File: config.mk
export PLATFORM = sky130hd
export DESIGN_NAME = count_display_scan
export DESIGN_NICKNAME = d
export VERILOG_FILES = /design/src/rtl/count_disp_pkg.sv /design/src/rtl/bin2bcd_seq.sv /design/src/rtl/count_display_scan.sv
export SDC_FILE = /design/constraint.sdc
export NUM_CORES = 1
export LEC_CHECK = 0
export BUFFER_PORTS_ARGS = -buffer_cell sky130_fd_sc_hd__buf_2
export CAP_MARGIN = 20
export CORE_ASPECT_RATIO = 0.5
export CORE_MARGIN = 3
export CORE_UTILIZATION = 56
export CTS_BUF_LIST = sky130_fd_sc_hd__clkbuf_4 sky130_fd_sc_hd__clkbuf_8
export CTS_CLUSTER_SIZE = 16
export DETAILED_ROUTE_END_ITERATION = 10
export GPL_ROUTABILITY_DRIVEN = 0
export MAX_ROUTING_LAYER = met4
export PLACE_DENSITY = 0.78
export SYNTH_ARGS = -nofsm -noshare
export SYNTH_HDL_FRONTEND = slang
export SYNTH_HIERARCHICAL = 1
export SYNTH_SLANG_ARGS = --single-unit
export TNS_END_PERCENT = 20
File: constraint.sdc
create_clock -name CLK -period 2.2 [get_ports CLK]
set_input_delay 0.33 -clock CLK [delete_from_list [all_inputs] [get_ports CLK]]
set_output_delay 0.33 -clock CLK [all_outputs]
set_load 0.01 [all_outputs]
File: src/rtl/count_disp_pkg.sv
// Shared types and constants for the count display block: FSM states, widths, 7-segment decode.
// Pure definitions, no latency.
// No flow control.
package count_disp_pkg;

    localparam int CNT_W = 8;
    localparam int BCD_W = 12;

    typedef enum logic [1:0] {
        IDLE    = 2'd0,
        SAMPLE  = 2'd1,
        CONVERT = 2'd2,
        UPDATE  = 2'd3
    } state_t;

    // Segment order {g,f,e,d,c,b,a}; non-decimal nibbles blank the digit.
    function automatic logic [6:0] seg_decode(input logic [3:0] nib);
        logic [6:0] s;
        case (nib)
            4'd0:    s = 7'h3F;
            4'd1:    s = 7'h06;
            4'd2:    s = 7'h5B;
            4'd3:    s = 7'h4F;
            4'd4:    s = 7'h66;
            4'd5:    s = 7'h6D;
            4'd6:    s = 7'h7D;
            4'd7:    s = 7'h07;
            4'd8:    s = 7'h7F;
            4'd9:    s = 7'h6F;
            default: s = 7'h00;
        endcase
        return s;
    endfunction

endpackage

File: src/rtl/bin2bcd_seq.sv
// Sequential shift-add-3 binary to BCD converter, one bit per cycle.
// Latency: start cycle + 8 cycles; done pulses in the 8th cycle with bcd valid alongside it.
// No backpressure: start while busy restarts the conversion.
module bin2bcd_seq
    import count_disp_pkg::*;
(
    input  logic             CLK,
    input  logic             Rd,
    input  logic             start,
    input  logic [CNT_W-1:0] bin,
    output logic             done,
    output logic [BCD_W-1:0] bcd
);

    localparam int SH_W = BCD_W + CNT_W;

    logic [SH_W-1:0] sh_q, sh_d, sh_step;
    logic [2:0]      cnt_q, cnt_d;
    logic            busy_q, busy_d;

    // Upper BCD_W bits hold the BCD digits, lower CNT_W bits the remaining binary.
    function automatic logic [SH_W-1:0] dabble(input logic [SH_W-1:0] v);
        logic [SH_W-1:0] t;
        t = v;
        for (int i = 0; i < BCD_W / 4; i++) begin
            if (t[CNT_W + 4*i +: 4] >= 4'd5) begin
                t[CNT_W + 4*i +: 4] = t[CNT_W + 4*i +: 4] + 4'd3;
            end
        end
        return t << 1;
    endfunction

    always_comb begin
        sh_step = dabble(sh_q);
        sh_d    = sh_q;
        cnt_d   = cnt_q;
        busy_d  = busy_q;
        if (start) begin
            sh_d   = {{BCD_W{1'b0}}, bin};
            cnt_d  = 3'd0;
            busy_d = 1'b1;
        end else if (busy_q) begin
            sh_d  = sh_step;
            cnt_d = cnt_q + 3'd1;
            if (cnt_q == 3'd7) begin
                busy_d = 1'b0;
            end
        end
    end

    always_ff @(posedge CLK) begin
        if (Rd) begin
            sh_q   <= '0;
            cnt_q  <= 3'd0;
            busy_q <= 1'b0;
        end else begin
            sh_q   <= sh_d;
            cnt_q  <= cnt_d;
            busy_q <= busy_d;
        end
    end

    // The eighth step is presented combinationally so the caller can latch it on the same edge.
    assign done = busy_q && (cnt_q == 3'd7);
    assign bcd  = sh_step[SH_W-1 -: BCD_W];

endmodule

File: src/rtl/count_display_scan.sv
// Samples an asynchronous 8-bit count, converts it to BCD and scans it onto a 3-digit 7-segment display.
// Latency: tick to bcd_upd 10 cycles when stable, +1 per unstable sample; overflow flag 3 cycles after carry.
// No backpressure: results are simply overwritten by the next accepted sample.
module count_display_scan
    import count_disp_pkg::*;
#(
    parameter int SAMPLE_DIV   = 1000,
    parameter int SCAN_DIV     = 500,
    parameter int STABLE_TRIES = 15
) (
    input  logic             CLK,
    input  logic             Rd,
    input  logic [CNT_W-1:0] Q_in,
    input  logic             Cout_in,
    output logic [BCD_W-1:0] bcd,
    output logic             bcd_upd,
    output logic             ovf,
    output logic             err,
    output logic [2:0]       dig,
    output logic [6:0]       seg,
    output logic             dp
);

    localparam logic [15:0] SMP_LAST  = 16'(SAMPLE_DIV - 1);
    localparam logic [15:0] SCAN_LAST = 16'(SCAN_DIV - 1);
    localparam logic [7:0]  TRIES_LIM = 8'(STABLE_TRIES);

    logic [CNT_W-1:0] q_meta_q, q_s_q, q_prev_q;
    logic             c_meta_q, c_s_q, c_prev_q;
    logic [15:0]      smp_cnt_q, smp_cnt_d;
    logic [15:0]      scan_cnt_q, scan_cnt_d;
    logic [2:0]       dig_q, dig_d;
    state_t           state_q, state_d;
    logic [7:0]       tries_q, tries_d, tries_inc;
    logic [BCD_W-1:0] bcd_q, bcd_d;
    logic             ovf_q, ovf_d;
    logic             err_q, err_d;
    logic             smp_tick, scan_wrap;
    logic             conv_start, conv_done;
    logic [BCD_W-1:0] conv_bcd;
    logic [3:0]       nib;

    bin2bcd_seq u_conv (
        .CLK   (CLK),
        .Rd    (Rd),
        .start (conv_start),
        .bin   (q_s_q),
        .done  (conv_done),
        .bcd   (conv_bcd)
    );

    assign smp_tick   = (smp_cnt_q == SMP_LAST);
    assign smp_cnt_d  = smp_tick ? 16'd0 : smp_cnt_q + 16'd1;
    assign scan_wrap  = (scan_cnt_q == SCAN_LAST);
    assign scan_cnt_d = scan_wrap ? 16'd0 : scan_cnt_q + 16'd1;
    assign dig_d      = scan_wrap ? {dig_q[1:0], dig_q[2]} : dig_q;
    assign ovf_d      = ovf_q | (c_s_q & ~c_prev_q);

    always_comb begin
        state_d    = state_q;
        tries_d    = tries_q;
        err_d      = err_q;
        bcd_d      = bcd_q;
        conv_start = 1'b0;
        tries_inc  = tries_q + 8'd1;
        case (state_q)
            IDLE: begin
                if (smp_tick) begin
                    state_d = SAMPLE;
                    tries_d = 8'd0;
                end
            end
            SAMPLE: begin
                // Two equal consecutive synchronised samples mean the ripple has settled.
                if (q_s_q == q_prev_q) begin
                    conv_start = 1'b1;
                    state_d    = CONVERT;
                end else begin
                    tries_d = tries_inc;
                    if (tries_inc == TRIES_LIM) begin
                        err_d   = 1'b1;
                        state_d = IDLE;
                    end
                end
            end
            CONVERT: begin
                if (conv_done) begin
                    bcd_d   = conv_bcd;
                    state_d = UPDATE;
                end
            end
            UPDATE:  state_d = IDLE;
            default: state_d = IDLE;
        endcase
    end

    always_ff @(posedge CLK) begin
        if (Rd) begin
            q_meta_q   <= '0;
            q_s_q      <= '0;
            q_prev_q   <= '0;
            c_meta_q   <= 1'b0;
            c_s_q      <= 1'b0;
            c_prev_q   <= 1'b0;
            smp_cnt_q  <= 16'd0;
            scan_cnt_q <= 16'd0;
            dig_q      <= 3'b001;
            state_q    <= IDLE;
            tries_q    <= 8'd0;
            bcd_q      <= '0;
            ovf_q      <= 1'b0;
            err_q      <= 1'b0;
        end else begin
            q_meta_q   <= Q_in;
            q_s_q      <= q_meta_q;
            q_prev_q   <= q_s_q;
            c_meta_q   <= Cout_in;
            c_s_q      <= c_meta_q;
            c_prev_q   <= c_s_q;
            smp_cnt_q  <= smp_cnt_d;
            scan_cnt_q <= scan_cnt_d;
            dig_q      <= dig_d;
            state_q    <= state_d;
            tries_q    <= tries_d;
            bcd_q      <= bcd_d;
            ovf_q      <= ovf_d;
            err_q      <= err_d;
        end
    end

    // Digit mux reads bcd_q directly so a fresh result shows in the cycle it lands.
    always_comb begin
        nib = bcd_q[3:0];
        if (dig_q[1]) begin
            nib = bcd_q[7:4];
        end else if (dig_q[2]) begin
            nib = bcd_q[11:8];
        end
    end

    assign seg     = seg_decode(nib);
    assign bcd     = bcd_q;
    assign bcd_upd = (state_q == UPDATE);
    assign ovf     = ovf_q;
    assign err     = err_q;
    assign dp      = ovf_q;
    assign dig     = dig_q;

endmodule
==> results.toml, run 1 <==
[min_path]
holdPathStages = 2
hp-class = "in2reg"
worstHoldStart = "Q_in[3]"
holdPathEnd = "q_meta_q[3]$_SDFF_PP0_"

[sta]
post-route-period-util_pct = 105
finalCriticalPeriod_ns = 2.31
rsz0062_at_grt = "yes"
finalMaxSlewViolations = 0
max_freq_mhz = 433
worstMarginPinSlew_ns = 0.508
setup-violations-final = 7
setup_tns_ns = -0.491
finalHoldViolations = 0
worst_slack_ns = -0.110
slew_headroom_pct = 65.8
clock_skew_ns = 0.00600

[global_route]
grt_pass1_wl_mm = 16.1
overflow = 0
grt_max_degree = 33
first_global_vias = 3474
antenna_found_initial = 0
grtUsageTotal_pct = 20.0

[cells_and_area]
num-fill-cells = 710
drive_above_1_share_pct = 17.1
diodes = 0
fin_nets = 621
regArea_um2 = 2200
fin_util_pct = 67.3
area_growth_pct = 12.2
multi_input_area_um2 = 2690

[synth]
synth_area_leaders = "dfxtp_1, mux2i_1, nor2_1"
syn_inst = 554
yosysTopAreaCell = "dfxtp_1"
yosysMostFrequentCell = "dfxtp_1"
synth_warnings = 6
syn-cell-area_um2 = 5010
avgSynthCellArea_um2 = 9.04
yosys.area.top_type_share_pct = 44.0
synthDistinctLibCells = 52
synth_common_cells = "dfxtp_1, nor2_1, mux2i_1, nand2_1, nor2b_1"
synth_ff_type = "dfxtp_1"
async_flop_share_pct = 0
synth-seq-area-share_pct = 44.0
ys_ff_latch = 110
synth_edf_count = 0
syn-num-nets = 583

[critical_path]
timing.rr.start = "smp_cnt_q[13]$_SDFF_PP0_"
worstSetupStartpointType = "flip-flop"
required_ns = 1.87
criticalPathCategory = "reg2out"
r2r_setup_slack_ns = 0.28
path_cells = "mux2_4 -> mux2i_4 -> inv_2 -> ha_2 -> mux2i_1 -> a21o_1 -> buf_2"
worstPathMaxFanout = 3
worstPathArrival_ns = 1.98
critPathMaxStageDelay_ns = 0.36
critPathSlowestCell = "dfxtp_2"
cp-end-kind = "output port"
reg2regPathDepth = 5
reg2reg_to = "tries_q[1]$_SDFFE_PP0P_"

[routing]
vias = 3749
drt-pass1-iter-count = 4
routedWlPerCell_um = 13.0
drt-initial-drc-count = 203
drt.antenna.violating_nets = 0
routed_via_density = 5.29
wl_mm = 9.21
drc = 0

[clock_tree]
cts_tree = "built"
numCtsBuffers = 9
h-tree-depth = 3
clk_latency_ns = 0.37
root_buffer = "clkbuf_8"
clock-sinks = 110
clk_pin_slew_ns = 0.11
clock_path_buffers = 2

[placement]
io_buffers = 36
dp_hpwl_mm = 6.26

[floorplan]
coreArea_um2 = 8350
fp.dieH_um = 72.9
start_util_pct = 60.0
fp.dieArea_um2 = 10200
row_count = 23
num_io_pins = 37
dieWidth_um = 140

[power_and_ir_drop]
p_leak_nw = 2.34
p_per_area_nw_per_um2 = 593
vdd_drop_max_uv = 388

[job]
maxCapViolCount = 0

[run_status]
outcome = "finished with violations"
violations = "negative setup slack"
[final cells by class]
cell class                 instances  area share [%]
clock buffer                       9            2.21
clock inverter                     7            1.31
inverter                          17            1.14
multi-input combinational        401            47.9
sequential                       110            39.2
tap                              112            2.49
timing repair buffer              53            5.68
[placed cells by master (no fill, tap or decap), types with 5 or more instances in the layout]
cell	synthesis	layout
ha_1	18	12
and3_1	5	5
nand3_1	12	12
nor3_1	8	6
mux2i_1	38	37
buf_2	3	36
nor2b_1	33	33
nor2_1	98	98
dfxtp_1	110	109
a21oi_1	20	20
nand2_1	38	37
and4_1	5	5
buf_4	5	14
nand4_1	13	13
a21o_1	6	6
xor2_1	18	18
o21ai_0	11	8
xnor2_1	23	23
nand2b_1	6	6
inv_1	16	14
clkbuf_8	0	9
[report_power, final]
group          internal (mW)  switching (mW)  total (mW)
registers               2.02          0.0188        2.04
logic                 0.0499          0.0633       0.113
clock network          0.449           0.727        1.18
total                   2.52           0.809        3.33
[what timing repair did]
item                       in CTS  in global routing
resized for setup              15                 10
hold buffers                    0                  0
setup endpoints to repair       7                  7
pin swaps                       4                  2
buffers inserted                4                  1
[per-layer routing]
metal  up-vias  GRT usage, %  wire (µm)
li1       1936             -          -
met1      1733          26.4       4610
met2        72          30.7       4120
met3         8          5.43        407
met4         0          5.16         72
met5         -             -          0
[per-stage QoR]
| stage | instance area (µm²) | hold slack (ns) | cells | worst slack (ns) | total power, mW |
|---|---|---|---|---|---|
| after global placement | 5280 | 0.418 | 688 | 0.150 | 2.20 |
| after detailed placement | 5280 | 0.420 | 688 | 0.0435 | 2.20 |
| final | 5620 | 0.155 | 709 | -0.110 | 3.33 |
| after global routing | 5620 | 0.130 | 709 | -0.196 | 3.48 |
| after floorplan | 5010 | 0.414 | 554 | 0.0707 | 2.17 |
| after CTS | 5570 | 0.134 | 708 | -0.0947 | 3.38 |
[cells by family after synthesis]
group	Yosys count	synth area share, %
simple gates	237	23.6
flops	110	44.0
compound gates	66	8.82
buf+inv	43	4.12
xor+xnor	41	7.17
mux	39	7.82
fa+ha+maj	18	4.50
[how the worst max path moves through the flow]
stage                         from  endpoint  slack (ns)  cells past startpoint
6_report       dig[2]$_SDFFE_PP0P_    seg[6]       -0.11                      7
5_1_grt        dig[2]$_SDFFE_PP0P_    seg[5]       -0.20                      8
4_1_cts        dig[2]$_SDFFE_PP0P_    seg[2]       -0.09                      7
3_5_place_dp   dig[2]$_SDFFE_PP0P_    seg[6]        0.04                      6
3_3_place_gp   dig[2]$_SDFFE_PP0P_    seg[3]        0.15                      6
2_1_floorplan  dig[2]$_SDFFE_PP0P_    seg[5]        0.07                      7
[critical path: cells and delay by family (launching register included)]
kind            cells  cell delay (ns)
buf+inv             2             0.22
mux                 3             0.70
fa+ha+maj           1             0.19
compound gates      1             0.14
flops               1             0.36
[flip-flops by register name, summed over array words and instances, names as in the netlist, named ones only]
signal / cells
u_conv/cnt_q: 3
u_conv/sh_q: 20
q_s_q: 8
bcd: 12
c_s_q: 1
c_prev_q: 1
dp: 1
scan_cnt_q: 16
u_conv/busy_q: 1
q_prev_q: 8
c_meta_q: 1
err: 1
state_q: 1
tries_q: 8
smp_cnt_q: 16
dig: 3
q_meta_q: 8
Power figures use the tool's default switching activity.
==> run 2: changes to the inputs <==
--- a/config.mk
+++ b/config.mk
@@ -5,14 +5,14 @@
 export SDC_FILE = /design/constraint.sdc
 export NUM_CORES = 1
 export LEC_CHECK = 0
-export BUFFER_PORTS_ARGS = -buffer_cell sky130_fd_sc_hd__buf_2
 export CAP_MARGIN = 20
 export CORE_ASPECT_RATIO = 0.5
 export CORE_MARGIN = 3
-export CORE_UTILIZATION = 56
+export CORE_UTILIZATION = 59
 export CTS_BUF_LIST = sky130_fd_sc_hd__clkbuf_4 sky130_fd_sc_hd__clkbuf_8
 export CTS_CLUSTER_SIZE = 16
 export DETAILED_ROUTE_END_ITERATION = 10
+export DONT_BUFFER_PORTS = 1
 export GPL_ROUTABILITY_DRIVEN = 0
 export MAX_ROUTING_LAYER = met4
 export PLACE_DENSITY = 0.78
==> run 2 against run 1 <==
  * Maximum frequency is essentially flat
  * Flip-flop and latch count unchanged
  * Via count shrank 2.5%
  * Routed wire length up 2.4%
  * Clock power is essentially flat
  * Combinational power is 6% lower
  * The run still ends with negative setup slack left
  * Largest power group unchanged
  * Clock-buffer cell count unchanged
  * Non-clock buffer count down 38
==> results.toml, run 2 (same netlist as run 1, synthesis figures left out) <==
[sta]
post-route-period-util_pct = 105
setup-violations-final = 6
worst_slack_ns = -0.108
clock_skew_ns = 0.00906
finalHoldViolations = 0
finalCriticalPeriod_ns = 2.31
rsz0062_at_grt = "yes"
finalMaxSlewViolations = 0
max_freq_mhz = 433
worstMarginPinSlew_ns = 0.584
slew_headroom_pct = 60.7

[cells_and_area]
final_common_cell = "dfxtp_1"
num-fill-cells = 688
largestRegisters = "u_conv/sh_q x20, scan_cnt_q x16, smp_cnt_q x16"
fin_nets = 583
diodes = 0
finalNonFillerCells = 671
final_cell_mix = "dfxtp_1, nor2_1, mux2i_1, nand2_1, nor2b_1"
fin_util_pct = 67.0
largest_register = "u_conv/sh_q"
drive_above_1_share_pct = 11.1
area_growth_pct = 8.67
largest_reg_flops = 20

[global_route]
grtUsageTotal_pct = 20.9
first_global_vias = 3382
antenna_found_initial = 0
overflow = 0
grt_max_degree = 50
grt_pass1_wl_mm = 15.7

[placement]
dp_slack_ns = 0.151
dp_cells = 649
io_buffers = 0
dp_hpwl_mm = 6.10

[clock_tree]
numCtsBuffers = 9
clk_latency_ns = 0.38
root_buffer = "clkbuf_8"
cts_tree = "built"
clock_path_buffers = 2
clk_pin_slew_ns = 0.11
clock-sinks = 110
h-tree-depth = 3

[routing]
routedWlPerCell_um = 14.1
drt-initial-drc-count = 220
vias = 3654
drc = 0
wl_mm = 9.43
drt.antenna.violating_nets = 0
routed_via_density = 5.45
drt-pass1-iter-count = 4

[critical_path]
path_buf_inv = 0
worstPathMaxFanout = 5
cp-end-kind = "output port"
critPathMaxStageDelay_ns = 0.36
required_ns = 1.87
worstPathArrival_ns = 1.98
worstSetupStartpointType = "flip-flop"
critPathSlowestCell = "dfxtp_2"
path_cells = "mux2_4 -> mux2i_4 -> ha_4 -> nand2_1 -> o21ai_1 -> a21o_1"
criticalPathCategory = "reg2out"
crit_family = "multiplexers"

[floorplan]
num_io_pins = 37
fp.dieArea_um2 = 9690
start_util_pct = 61.7
coreArea_um2 = 8120
dieWidth_um = 136
fp.dieH_um = 71.1
row_count = 23

[job]
maxCapViolCount = 0

[power_and_ir_drop]
p_leak_nw = 2.18
p_per_area_nw_per_um2 = 614
vdd_drop_max_uv = 454
fin_total_pwr_mw = 3.34

[run_status]
violations = "negative setup slack"
outcome = "finished with violations"

[min_path]
hp-class = "in2reg"
run 2: changes by cell type in the layout (fill, tap and decap cells not counted), sizes merged:
cell / change
buf: -40
dlygate4sd3: +2
run 2: where the power goes:
part / leakage [nW] / switching, mW / internal (mW)
Clock: 0.103 / 0.741 / 0.453
Sequential: 0.894 / 0.0201 / 2.02
Combinational: 1.18 / 0.0595 / 0.0468
Total: 2.18 / 0.820 / 2.52
run 2: worst reg2reg max path, stage by stage, from the launching register on:
cell and delay, ns:
dfxtp_1 0.35, or4_1 0.58, nor4_4 0.37, a21oi_2 0.15, nor2b_4 0.16, a22o_1 0.22
run 2: stage by stage:
stage | area (µm²) | TNS [ns] | hold slack, ns
6_report | 5440 | -0.349 | 0.0532
5_1_grt | 5440 | -0.987 | 0.0228
4_1_cts | 5390 | -0.157 | 0.00604
3_5_place_dp | 5080 | 0 | 0.411
3_3_place_gp | 5080 | 0 | 0.409
2_1_floorplan | 5010 | 0 | 0.414
run 2: final cells by class:
cell class / instances / area (µm²) / share of cell area (%)
timing repair buffer: 15 / 145 / 2.67
multi-input combinational: 401 / 2680 / 49.3
inverter: 17 / 66.3 / 1.22
clock buffer: 9 / 124 / 2.28
clock inverter: 7 / 76.3 / 1.40
sequential: 110 / 2210 / 40.6
tap: 112 / 140 / 2.58
run 2: routing by layer:
metal	share of wire [%]	up-vias	track usage [%]
li1	-	1870	-
met1	48	1698	26.4
met2	45	76	31.9
met3	5.7	10	6.61
met4	1.2	0	6.59
met5	0	-	-
run 2: timing repair:
action                     CTS  global route
buffers inserted             3             0
gates resized for setup     18             9
setup endpoints to repair    7             7
hold buffers                 2             1
hold endpoints to repair    49             1
pin swaps                    5             4
run 2: worst paths after layout:
path,slack (ns),start,depth (start not counted),endpoint
worst max-delay path,-0.11,dig[2]$_SDFFE_PP0P_,6,seg[3]
worst min-delay path,0.05,Rd,1,tries_q[0]$_SDFFE_PP0P_
worst max register to register,0.27,smp_cnt_q[11]$_SDFF_PP0_,5,tries_q[1]$_SDFFE_PP0P_
worst min register to register,0.44,q_meta_q[5]$_SDFF_PP0_,1,q_s_q[5]$_SDFF_PP0_
